## config.mk

```make
export PLATFORM = sky130hd
export DESIGN_NAME = instr_arbiter
export DESIGN_NICKNAME = d
export VERILOG_FILES = /design/src/rtl/instr_arbiter.sv
export SDC_FILE = /design/constraint.sdc
export NUM_CORES = 1
export LEC_CHECK = 0
export ABC_AREA = 1
export BUFFER_PORTS_ARGS = -buffer_cell sky130_fd_sc_hd__buf_2
export CAP_MARGIN = 25
export CORE_MARGIN = 2
export CORE_UTILIZATION = 43
export CTS_CLUSTER_DIAMETER = 150
export DETAILED_ROUTE_END_ITERATION = 8
export PLACE_DENSITY = 0.76
export SETUP_SLACK_MARGIN = 0.5
export SLEW_MARGIN = 20
export SYNTH_ARGS = -nofsm -noshare
export SYNTH_HDL_FRONTEND = slang
export SYNTH_SLANG_ARGS = --single-unit
```

## constraint.sdc

```tcl
create_clock -name clk -period 4.4 [get_ports clk]
set_input_delay 0.22 -clock clk [delete_from_list [all_inputs] [get_ports clk]]
set_output_delay 0.22 -clock clk [all_outputs]
set_load 0.02 [all_outputs]
```

## src/rtl/instr_arbiter.sv

```systemverilog
// Round-robin arbiter sharing the datapath instruction port among NUM_REQ requesters,
// with credit throttling and an in-order read-tag FIFO. Optional: ARB_STRICT_PRIO_EN.

module instr_arbiter_lane (
    input  logic       valid_i,
    input  logic [1:0] op_i,
    input  logic       fifo_full_i,
    output logic       cand_o,
    output logic       nonread_o
);
    // Reads cannot be granted while the tag FIFO has no room for their tag.
    assign cand_o    = valid_i && !((op_i == 2'b10) && fifo_full_i);
    assign nonread_o = valid_i && (op_i != 2'b10);
endmodule

module instr_arbiter #(
    parameter int NUM_REQ          = 4,
    parameter int DATA_WIDTH       = 32,
    parameter int BYTE_ADDR_WIDTH  = 8,
    parameter int BANKS_ADDR_WIDTH = 2,
    parameter int INSTR_QUEUE_LEN  = 8,
    parameter int TAG_FIFO_LEN     = 8
) (
    input  logic                                              clk,
    input  logic                                              rst_n,
    input  logic [NUM_REQ-1:0]                                req_valid,
    output logic [NUM_REQ-1:0]                                req_ready,
    input  logic [2*NUM_REQ-1:0]                              req_op,
    input  logic [NUM_REQ*(BYTE_ADDR_WIDTH+BANKS_ADDR_WIDTH)-1:0] req_addr,
    input  logic [NUM_REQ*DATA_WIDTH-1:0]                     req_din,
    output logic [1:0]                                        out_op,
    output logic [BYTE_ADDR_WIDTH+BANKS_ADDR_WIDTH-1:0]       out_addr,
    output logic [DATA_WIDTH-1:0]                             out_din,
    input  logic                                              instr_retire,
    input  logic                                              dp_rsp_valid,
    input  logic [DATA_WIDTH-1:0]                             dp_dout,
    output logic [NUM_REQ-1:0]                                rsp_valid,
    output logic [DATA_WIDTH-1:0]                             rsp_data
);
    localparam int AW = BYTE_ADDR_WIDTH + BANKS_ADDR_WIDTH;
    localparam int PW = (NUM_REQ > 1) ? $clog2(NUM_REQ) : 1;
    localparam int TW = $clog2(TAG_FIFO_LEN);
    localparam int CW = $clog2(INSTR_QUEUE_LEN + 1);

    typedef enum logic [1:0] {IDLE, ISSUE, HOLD} state_t;

    state_t              state_q, state_d;
    logic [CW-1:0]       credits_q, credits_d;
    logic [PW-1:0]       rr_q, rr_d;
    logic [TW:0]         wr_q, rd_q;
    logic [PW-1:0]       tag_q [TAG_FIFO_LEN];
    logic [1:0]          out_op_q;
    logic [AW-1:0]       out_addr_q;
    logic [DATA_WIDTH-1:0] out_din_q, rsp_data_q;
    logic [NUM_REQ-1:0]  rsp_valid_q;

    logic [1:0]            op_a   [NUM_REQ];
    logic [AW-1:0]         addr_a [NUM_REQ];
    logic [DATA_WIDTH-1:0] din_a  [NUM_REQ];
    logic [NUM_REQ-1:0]    cand, nonread, rr_mask;

    logic          fifo_full, fifo_empty, full_d, push, pop;
    logic [TW:0]   cnt, cnt_d;
    logic          grant_en, gnt_found, xfer, issue;
    logic [PW-1:0] gnt_idx;
    logic [1:0]    gnt_op;

    assign cnt        = wr_q - rd_q;
    assign fifo_empty = (wr_q == rd_q);
    assign fifo_full  = (cnt == (TW+1)'(TAG_FIFO_LEN));

    for (genvar i = 0; i < NUM_REQ; i++) begin : g_lane
        assign op_a[i]   = req_op[2*i +: 2];
        assign addr_a[i] = req_addr[AW*i +: AW];
        assign din_a[i]  = req_din[DATA_WIDTH*i +: DATA_WIDTH];
        instr_arbiter_lane u_lane (
            .valid_i    (req_valid[i]),
            .op_i       (op_a[i]),
            .fifo_full_i(fifo_full),
            .cand_o     (cand[i]),
            .nonread_o  (nonread[i])
        );
    end

    function automatic logic [PW-1:0] wrap_idx(input int k);
        return PW'(k % NUM_REQ);
    endfunction

    always_comb begin
        rr_mask   = cand;
        gnt_found = 1'b0;
        gnt_idx   = '0;
`ifdef ARB_STRICT_PRIO_EN
        rr_mask[0] = 1'b0;
        if (cand[0]) gnt_found = 1'b1;
`endif
        for (int i = 0; i < NUM_REQ; i++) begin
            if (!gnt_found && rr_mask[wrap_idx(int'(rr_q) + i)]) begin
                gnt_found = 1'b1;
                gnt_idx   = wrap_idx(int'(rr_q) + i);
            end
        end
    end

    assign grant_en  = (state_q == ISSUE) && (credits_q != '0);
    assign xfer      = grant_en && gnt_found;
    assign gnt_op    = op_a[gnt_idx];
    assign issue     = xfer && (gnt_op != 2'b00);
    assign push      = issue && (gnt_op == 2'b10);
    assign pop       = dp_rsp_valid && !fifo_empty;
    assign req_ready = xfer ? (NUM_REQ'(1) << gnt_idx) : '0;

    assign cnt_d  = cnt + (TW+1)'(push) - (TW+1)'(pop);
    assign full_d = (cnt_d == (TW+1)'(TAG_FIFO_LEN));

    always_comb begin
        rr_d = rr_q;
        if (xfer) begin
            rr_d = (int'(gnt_idx) == NUM_REQ-1) ? '0 : gnt_idx + PW'(1);
`ifdef ARB_STRICT_PRIO_EN
            if (gnt_idx == '0) rr_d = rr_q;
`endif
        end
    end

    // A retire at full credit has nothing to return and is dropped.
    always_comb begin
        credits_d = credits_q;
        if (issue && !instr_retire)
            credits_d = credits_q - CW'(1);
        else if (!issue && instr_retire && (credits_q < CW'(INSTR_QUEUE_LEN)))
            credits_d = credits_q + CW'(1);
    end

    // Parking on a full FIFO only when every waiting requester is a read.
    always_comb begin
        state_d = state_q;
        case (state_q)
            IDLE:  if ((|req_valid) && (credits_q != '0)) state_d = ISSUE;
            ISSUE: begin
                if (credits_d == '0)                state_d = HOLD;
                else if (!(|req_valid))             state_d = IDLE;
                else if (full_d && !(|nonread))     state_d = HOLD;
            end
            HOLD:  if ((credits_q != '0) && (!fifo_full || (|nonread))) state_d = ISSUE;
            default: state_d = IDLE;
        endcase
    end

    always_ff @(posedge clk or negedge rst_n) begin
        if (!rst_n) begin
            state_q     <= IDLE;
            credits_q   <= CW'(INSTR_QUEUE_LEN);
            rr_q        <= '0;
            wr_q        <= '0;
            rd_q        <= '0;
            out_op_q    <= 2'b00;
            out_addr_q  <= '0;
            out_din_q   <= '0;
            rsp_valid_q <= '0;
            rsp_data_q  <= '0;
        end else begin
            state_q     <= state_d;
            credits_q   <= credits_d;
            rr_q        <= rr_d;
            out_op_q    <= issue ? gnt_op : 2'b00;
            rsp_valid_q <= pop ? (NUM_REQ'(1) << tag_q[rd_q[TW-1:0]]) : '0;
            if (issue) begin
                out_addr_q <= addr_a[gnt_idx];
                out_din_q  <= din_a[gnt_idx];
            end
            if (push) wr_q <= wr_q + (TW+1)'(1);
            if (pop) begin
                rd_q       <= rd_q + (TW+1)'(1);
                rsp_data_q <= dp_dout;
            end
        end
    end

    always_ff @(posedge clk) begin
        if (push) tag_q[wr_q[TW-1:0]] <= gnt_idx;
    end

    assign out_op    = out_op_q;
    assign out_addr  = out_addr_q;
    assign out_din   = out_din_q;
    assign rsp_valid = rsp_valid_q;
    assign rsp_data  = rsp_data_q;
endmodule

```

==> key figures <==
Setup path
  – CP dominant cell by count: buf_4
  – Master of the slowest instance on the critical path: fa_2
  – Worst Path Max Fanout: 6
  – Critical Path AT: 4.82 ns
  – Crit start category: flip-flop
  – CP Capture Type: flip-flop
  – Worst path max stage delay: ~0.40 ns
  – CP Data Required Time: between 4 and 5 ns
  – Crit Path Class: reg -> reg

Routing
  – Via-to-Cell Ratio: 5.291
  – DR WL/cell: 16.86 um
  – DRT Wirelength: between 20,000 and 25,000 um
  – Remaining antenna violation count: 0
  – DR DRC count: 0
  – Via count: 6,889
  – DRT iter0 DRCs: between 300 and 400
  – Drt first pass iters: 5

Floorplan
  – Die Width: between 100 and 150 um
  – Initial core utilization: 44.19%
  – Site Rows: 44
  – Placeable Area: 14,590 um2
  – Die footprint: 15,990 um2
  – Die height: 126.5 um
  – Io pins: 300

Synth
  – Mapped cell area: ~6400 um2
  – Top-area cell type share of the netlist area: a little under two fifths
  – Synthesized net count: 1,009
  – Async SR Flop Fraction: approximately 86%
  – Mapped Avg Cell Area: 8.319 um2
  – EDFF count, synth: 16
  – Synth area leader: dfrtp_1
  – Leading post-synthesis cells by cell area: dfrtp_1 (37%), nand2_1 (9.7%), o21ai_0 (7.7%), edfxtp_1 (7.5%), mux2_2 (7.3%)
  – Yosys cell types: 39
  – Synth Warn #: 0
  – Seq/Total Area, Yosys: 44.73%
  – Yosys reg bits: 112
  – Synth Instances: 775
  – Most used DFF post-synth: dfrtp_1

Timing
  – FMAX: 218.5 MHz
  – Worst-Margin Slew: 0.7099 ns
  – Max-slew violation count: 0
  – Final setup fails: 3
  – Tcrit/Tclk final: 104.0%
  – Minimum clock period: 4.577 ns
  – RSZ-0062 raised after global routing: yes
  – Final Hold Fails: 0
  – Final WS setup: -0.1773 ns
  – Setup_tns: -0.3439 ns
  – Worst slew margin: 52.67%
  – Clock Skews: roughly 0.010 ns

Global routing
  – Vias in the first global route: 6,495
  – Largest net degree at the start of global routing: 73
  – First-pass GRT wire length: 32,240 um
  – Total GRT Usage: 25.06%
  – Initial antenna violation count: 3
  – Grt ovf: 0

Final layout
  – Design area: 9385 um2
  – Post-Layout Cell Count: roughly 1.3k
  – Area added between synthesis and finish: 45.57%
  – Layout cell share with drive strength beyond 1: 44.66%
  – Final nets: 1,344

Clocking
  – H-tree depth: 3
  – Clock-pin slew on the worst setup and hold paths: 0.08 ns
  – Clock sinks: 112
  – CTS tree: yes
  – Root Buffer: clkbuf_16
  – Worst-Skew Late Latency: about 0.36 ns
  – Total CTS buffers: 9
  – CTS max path bufs: 2

Placement
  – RePlAce Congestion: 0.8593
  – Post-Place Cells: 1,244
  – IO Port Bufs: 299
  – Placed inst area: 8258 um2
  – Detailed Place HPWL: 14,780 um

Run status
  – Failing checks: setup timing
  – Status: finished, violations left

Run
  – # Max-Cap Violations: 0

Min path
  – Class of the worst hold path: in -> reg
[per-stage QoR]
step | setup slack (ns) | util (%) | hold WS, ns
2_1_floorplan | 0.1104 | - | -0.07559
5_1_grt | -0.3533 | 64.33 | 0.04105
3_3_place_gp | 0.08692 | 56.60 | 0.3160
3_5_place_dp | -0.1250 | 56.60 | 0.3139
6_report | -0.1773 | 64.33 | 0.05218
4_1_cts | 0.07785 | 60.93 | 0.04095
[worst max-delay path, delay by kind of cell, from the launching register on]
kind	cells	cell delay (ns)
buffers and inverters	16	1.72
flip-flops	1	0.39
adder cells (fa/ha/maj)	3	0.77
XOR/XNOR	1	0.17
AND/OR/NAND/NOR	15	1.39
[cell type report]
class / instances / area (um2)
Multi-Input combinational cell: 575 / 3600
Tap cell: 184 / 230.2
Clock buffer: 11 / 254.0
Clock inverter: 5 / 56.30
Inverter: 49 / 188.9
Antenna cell: 3 / 7.507
Sequential cell: 112 / 2884
Fill cell: 1227 / 5204
Timing Repair Buffer: 363 / 2165
[placed cells by master, fill, tap and decap left out, types with 2 or more instances in the layout]
cell / instances
a21oi_1: 2
buf_12: 5
buf_16: 2
buf_2: 296
buf_4: 51
buf_6: 4
clkbuf_16: 13
clkinv_1: 2
dfrtp_1: 95
diode_2: 3
edfxtp_1: 16
ha_1: 12
ha_4: 3
inv_1: 36
inv_2: 9
inv_4: 2
inv_6: 2
inv_8: 2
mux2_4: 42
nand2_1: 151
nand2_2: 18
nand2_4: 6
nand2_8: 2
nand3_1: 24
nand3_2: 14
nand3_4: 4
nand4_1: 8
nor2_1: 111
nor2_2: 4
nor2_4: 2
nor3_2: 3
o21ai_0: 98
o21ai_1: 2
o22ai_1: 46
xnor2_1: 2
xnor2_2: 2
xor2_1: 6
[synthesized netlist by cell type, types with 2 or more instances]
master	count
nand3_2	5
xor2_1	6
dfrtp_1	95
nand2_1	166
nand3_1	34
xnor2_1	3
mux2_2	42
nand3_4	3
edfxtp_1	16
nand2_2	9
fa_1	2
nor3_1	4
nand2_8	2
a21oi_1	2
o22ai_1	46
clkbuf_1	32
o21ai_1	2
inv_2	7
nor2_1	114
inv_1	39
buf_1	2
nor2_2	3
nand4_1	8
ha_1	16
o21ai_0	99
buf_2	4
clkinv_1	2
[state kept, by name (all words and copies together) (netlist names)]
name       count
credits_q      4
out_addr      10
out_din       32
out_op         2
rd_q           4
rr_q           2
rsp_data      32
rsp_valid      4
state_q        2
tag_q         16
wr_q           4
[layer usage]
layer	part of all wire (%)	wire, um	GRT usage, %	vias to the layer above
met2	50	11020	44.13	315
li1	-	-	-	3274
met4	3.3	731	8.145	0
met3	7.4	1621	6.495	56
met5	0	0	0	-
met1	39	8579	29.88	3244
[cells by family (layout without fill, tap and decap cells)]
logic type                 count (synthesis)  in the layout  share of synthesized area (%)
adders and majority gates                 18             18                          3.726
AOI/OAI and AO/OA                        153            153                          13.24
DFF                                      112            112                          44.73
other                                      0              3                              0
and+or+nand+nor                          352            352                          24.14
buffers and inverters                     88            428                          5.356
muxes                                     42             42                          7.335
xor gates and xnor gates                  10             10                          1.475
[worst paths after layout]
check                                         start  cells past startpoint  slack (ns)                        to
setup / recovery                wr_q[0]$_DFFE_PN0P_                     35       -0.18       wr_q[0]$_DFFE_PN0P_
hold / removal                           dp_dout[5]                      3        0.05   rsp_data[5]$_DFFE_PN0P_
setup reg to reg                wr_q[0]$_DFFE_PN0P_                     35       -0.18       wr_q[0]$_DFFE_PN0P_
hold reg to reg            rsp_data[11]$_DFFE_PN0P_                      2        0.48  rsp_data[11]$_DFFE_PN0P_
max in group asynchronous                     rst_n                      3        2.91   out_addr[6]$_DFFE_PN0N_
min in group asynchronous                     rst_n                      2        0.45    state_q[1]$_DFFE_PN0P_
[timing repair]
item	4_1_cts	5_1_grt
setup endpoints to repair	38	62
hold buffers	1	0
gates cloned	0	5
setup buffers	27	6
gates resized for setup	28	88
endpoints found under the hold margin	49	0
pin swaps	18	8
Power is not shown: default switching activity piles up to over one toggle a cycle in this logic, so the estimate is an artifact.
